File: config.mk
export PLATFORM = sky130hd
export DESIGN_NAME = fir_decim_buf
export DESIGN_NICKNAME = d
export VERILOG_FILES = /design/src/rtl/fir_decim_buf.sv
export SDC_FILE = /design/constraint.sdc
export NUM_CORES = 1
export LEC_CHECK = 0
export BUFFER_PORTS_ARGS = -buffer_cell sky130_fd_sc_hd__buf_2
export CORE_MARGIN = 5
export CORE_UTILIZATION = 41
export CTS_CLUSTER_SIZE = 30
export DETAILED_ROUTE_END_ITERATION = 8
export PLACE_DENSITY = 0.64
export SETUP_SLACK_MARGIN = 0.15
export SLEW_MARGIN = 40
export SYNTH_ARGS = -nofsm -noshare
export SYNTH_HDL_FRONTEND = slang
export SYNTH_SLANG_ARGS = --single-unit
File: constraint.sdc
create_clock -name clk -period 4.22 [get_ports clk]
set_clock_uncertainty 0.1 [all_clocks]
set_input_delay 0.422 -clock clk [delete_from_list [all_inputs] [get_ports clk]]
set_output_delay 0.422 -clock clk [all_outputs]
set_load 0.05 [all_outputs]
File: src/rtl/fir_decim_buf.sv
// fir_decim_buf: decimates the signed FIR sample stream by DECIM and queues
// the decimated samples in a FIFO_DEPTH-entry FIFO drained by valid/ready.
// A push into a full FIFO without a simultaneous pop drops the sample and
// sets the sticky ovf flag.
// Optional feature: define DECIM_AVG_EN to replace pick mode (last sample of
// each group) with a boxcar average of the DECIM samples of the group.
module fir_decim_buf #(
   parameter int WORD_SIZE  = 8,
   parameter int DECIM      = 4,
   parameter int FIFO_DEPTH = 4
) (
   input  logic                          clk,
   input  logic                          rst,
   input  logic signed [WORD_SIZE-1:0]   filter_out,
   input  logic                          in_en,
   output logic signed [WORD_SIZE-1:0]   dec_out,
   output logic                          dec_valid,
   input  logic                          dec_ready,
   output logic [$clog2(FIFO_DEPTH):0]   fifo_cnt,
   output logic                          ovf
);

   localparam int PH_W  = $clog2(DECIM);
   localparam int PTR_W = $clog2(FIFO_DEPTH);
   localparam int CNT_W = PTR_W + 1;

   logic [PH_W-1:0]               phase_q, phase_d;
   logic                          group_done;
   logic signed [WORD_SIZE-1:0]   push_data;
   logic                          push, pop, full;
   logic [PTR_W-1:0]              wr_ptr_q, wr_ptr_d;
   logic [PTR_W-1:0]              rd_ptr_q, rd_ptr_d;
   logic [CNT_W-1:0]              cnt_q, cnt_d;
   logic                          valid_q, valid_d;
   logic                          ovf_q, ovf_d;
   logic signed [WORD_SIZE-1:0]   mem_q [FIFO_DEPTH];

   // Phase counter advances on accepted samples; DECIM is a power of two so it wraps naturally
   always_comb begin
      phase_d    = phase_q;
      group_done = in_en && (phase_q == PH_W'(DECIM - 1));
      if (in_en) phase_d = phase_q + PH_W'(1);
   end

   // Phase register
   always_ff @(posedge clk) begin
      if (rst) phase_q <= '0;
      else     phase_q <= phase_d;
   end

`ifdef DECIM_AVG_EN
   localparam int ACC_W = WORD_SIZE + PH_W;

   logic signed [ACC_W-1:0] acc_q, acc_d;
   logic signed [ACC_W-1:0] sample_ext;

   // Divide the group sum by DECIM; arithmetic shift floors toward -inf and
   // the mean of DECIM in-range samples always fits back into WORD_SIZE
   function automatic logic signed [WORD_SIZE-1:0] avg_scale(
      input logic signed [ACC_W-1:0] sum
   );
      return WORD_SIZE'(sum >>> PH_W);
   endfunction

   // Boxcar accumulator: phase 0 restarts the sum, later phases add to it
   always_comb begin
      sample_ext = ACC_W'(filter_out);
      acc_d      = acc_q;
      if (in_en) begin
         if (phase_q == '0) acc_d = sample_ext;
         else               acc_d = acc_q + sample_ext;
      end
      push_data = avg_scale(acc_q + sample_ext);
   end

   // Accumulator register
   always_ff @(posedge clk) begin
      if (rst) acc_q <= '0;
      else     acc_q <= acc_d;
   end
`else
   // Pick mode: the decimated value is the sample closing the group
   always_comb begin
      push_data = filter_out;
   end
`endif

   // FIFO control: pop frees a slot in the same edge, so a full FIFO can still accept a push
   always_comb begin
      full     = (cnt_q == CNT_W'(FIFO_DEPTH));
      pop      = valid_q && dec_ready;
      push     = group_done && (!full || pop);
      wr_ptr_d = push ? wr_ptr_q + PTR_W'(1) : wr_ptr_q;
      rd_ptr_d = pop  ? rd_ptr_q + PTR_W'(1) : rd_ptr_q;
      cnt_d    = cnt_q;
      case ({push, pop})
         2'b10:   cnt_d = cnt_q + CNT_W'(1);
         2'b01:   cnt_d = cnt_q - CNT_W'(1);
         default: cnt_d = cnt_q;
      endcase
      valid_d  = (cnt_d != '0);
      ovf_d    = ovf_q | (group_done && full && !pop);
   end

   // FIFO control registers
   always_ff @(posedge clk) begin
      if (rst) begin
         wr_ptr_q <= '0;
         rd_ptr_q <= '0;
         cnt_q    <= '0;
         valid_q  <= 1'b0;
         ovf_q    <= 1'b0;
      end else begin
         wr_ptr_q <= wr_ptr_d;
         rd_ptr_q <= rd_ptr_d;
         cnt_q    <= cnt_d;
         valid_q  <= valid_d;
         ovf_q    <= ovf_d;
      end
   end

   // FIFO storage; data is not reset, empty entries are masked at the output
   always_ff @(posedge clk) begin
      if (push) mem_q[wr_ptr_q] <= push_data;
   end

   // Outputs: head entry, forced to zero while the FIFO is empty
   always_comb begin
      dec_out   = valid_q ? mem_q[rd_ptr_q] : '0;
      dec_valid = valid_q;
      fifo_cnt  = cnt_q;
      ovf       = ovf_q;
   end

endmodule

==> results_dict.tcl <==
set metrics [dict create \
    outcome "finished, final reports clean" \
    fmax_mhz 412 \
    antenna_cells 0 \
    syn_area_um2 1880 \
    r2r_end "dec_valid" \
    crit_family "flip-flops" \
    clkTransAtPathRegs_ps 80 \
    synth_top_area_share 0.510 \
    nets 165 \
    hold_class "input port to flip-flop" \
    drt_wl_total_um 3200 \
    ios 25 \
    grt-ovfl-total 0 \
    use_met1 0.134 \
    regToRegSetupSlack_ps 2100 \
    die-area_um2 6050 \
    die_width_um 77.8 \
    worst-r2r-cell-count 8 \
    antenna_found_initial 0 \
    setup_violations 0 \
    place_congestion 0.755 \
    cts_root_buffer "clkbuf_8" \
    numCtsBuffers 5 \
    dr.pass1.iters 3 \
    final_cell_area_um2 2150 \
    min_to "mem_q[0][3]" \
    final_cells 200 \
    startpoint_type "flip-flop" \
    worstHoldPathCells 1 \
    worst_pin_slew_ps 544 \
    synth-main-ff-cell "edfxtp_1" \
    syn-num-nets 138 \
    grt_util_all_layers 0.118 \
    htree_num_levels 2 \
    cpMaxStageDelayCell "dfxtp_1" \
    place_area_um2 2050 \
    detail-route-antenna-nets 0 \
    syn_inst 120 \
    layout_min_cycle_time_ps 2430 \
    maxCapViolations 0 \
    yosysSeqAreaShare 0.648 \
    power_leakage_nw 0.783 \
    grt_pass1_vias 1093 \
    multi_input_area_um2 621 \
    slew_violations 0 \
    crit_fanout 8 \
    post-place-ws_ps 2040 \
    num_rows 24 \
    grt-busiest-layer "met2" \
    wl_per_cell_um 16.0 \
    worst_slack_ps 1790 \
    ff_latch_area_um2 1220 \
    vias 1019 \
    ctsHoldBuffers 0 \
    cts_resized 0 \
    cpPeakStageDelay_ps 670 \
    drt_iter0_drc 51 \
    power.density_nw_per_um2 472 \
    grt_pass1_wl_um 5310 \
    drcViolationCount 0 \
    required_ps 3700 \
    cts_tree "yes" \
    critical_path_buf_inv_count 1 \
    synth_async_sr_flop_share 0 \
    timing.setup.tns_ps 0 \
    critPathKind "flip-flop to output port" \
    met2_usage 0.191 \
    start_util 0.427 \
    grt_util_met3 0.0347 \
    vias_per_cell 5.10 \
    num-fill-cells 388 \
    clk_latency_ps 300 \
    endpoint_kind "output port" \
    rsz0062_at_grt "false" \
    dp_cells 192 \
    core_um2 4410 \
    synth_edf_count 32 \
    max_slew_margin 0.637 \
    synth_largest_area_cell "edfxtp_1" \
    port_buffers 24 \
    period_share 0.575 \
    syn_area_per_cell_um2 15.7 \
    clock-sinks 45 \
    finalHoldViolCount 0 \
    worstHoldStart "filter_out[3]" \
    hpwl_um 2240 \
    yosys-top-cells-area "edfxtp_1, dfxtp_1, mux4_2" \
    cts_max_path_buffers 2 \
    die_y_um 77.8 \
    grt_start_max_net_pins 14 \
    post_cts_buffers 0 \
    yosysUniqueCellTypes 33 \
    vdd_ir_drop_max_uv 144 \
    synth-seq-cells 45 \
    syn_to_final_growth_pct 14.2 \
    p_total_mw 1.02 \
    cp_data_arrival_time_ps 1910 \
    yosysWarnings 0 \
    crit_chain "mux4_2, and2_1, buf_2" \
    drive_gt1_frac 0.318 \
    reg2reg_from "dec_valid" \
]
-- cell type report --
class / count / share of cell area
Clock buffer: 6 / 0.0337
Clock inverter: 2 / 0.0157
Inverter: 5 / 0.00872
Multi-Input combinational cell: 66 / 0.288
Sequential cell: 45 / 0.567
Tap cell: 52 / 0.0302
Timing Repair Buffer: 24 / 0.0558
-- sequential cells by signal, indices dropped and copies added (netlist names), named ones only --
signal	count
mem_q	32
dec_valid	1
wr_ptr_q	2
rd_ptr_q	2
phase_q	2
fifo_cnt	3
ovf	1
-- per-stage QoR --
| step | utilization | hold WS, ps |
|---|---|---|
| after floorplan | - | 365 |
| after global routing | 0.488 | 223 |
| after global placement | 0.463 | 352 |
| after CTS | 0.488 | 232 |
| final | 0.488 | 237 |
| after detailed placement | 0.463 | 359 |
-- power by group --
| group | internal, mW | switching, mW |
|---|---|---|
| registers | 0.486 | 0.0277 |
| clock network | 0.175 | 0.137 |
| logic | 0.0653 | 0.126 |
-- cell usage in the layout, fill, tap and decap left out, types with 2 or more instances in the layout --
cell type / instances
and2_1: 13
nor2_1: 8
clkbuf_8: 5
inv_1: 4
mux2i_1: 2
dfxtp_1: 13
xnor2_1: 4
ha_1: 5
nor3_1: 5
nand2_1: 3
edfxtp_1: 32
buf_2: 24
mux4_2: 8
-- cell usage after synthesis, types with 2 or more instances --
cell type,count
edfxtp_1,32
and2_1,13
xnor2_1,4
dfxtp_1,13
mux4_2,8
clkbuf_1,2
ha_1,5
inv_1,4
mux2i_1,2
nor2_1,8
nand2_1,3
nor3_1,5
-- cell families (layout without fill, tap and decap cells) --
group / after synthesis / after routing / synth area share
AO/OA/AOI/OAI: 8 / 8 / 0.0345
XOR/XNOR: 5 / 5 / 0.0232
adder cells (fa/ha/maj): 6 / 6 / 0.0438
buffers and inverters: 9 / 37 / 0.0226
flip-flops: 45 / 45 / 0.648
multiplexers: 10 / 10 / 0.106
AND/OR/NAND/NOR: 37 / 37 / 0.122
-- worst max-delay path by stage --
| stage | depth (start not counted) | start | to |
|---|---|---|---|
| floorplan | 9 | dec_valid | dec_valid |
| global placement | 3 | flip-flop | dec_out[2] |
| detailed placement | 3 | flip-flop | dec_out[2] |
| CTS | 3 | flip-flop | dec_out[2] |
| global route | 3 | flip-flop | dec_out[5] |
| finish | 3 | flip-flop | dec_out[2] |
-- per-layer routing --
layer  vias up  wire length (um)
met1       498              1340
li1        497                 -
met2        16              1650
met3         8               126
met4         0                87
met5         -                 0
Power figures use the tool's default switching activity.
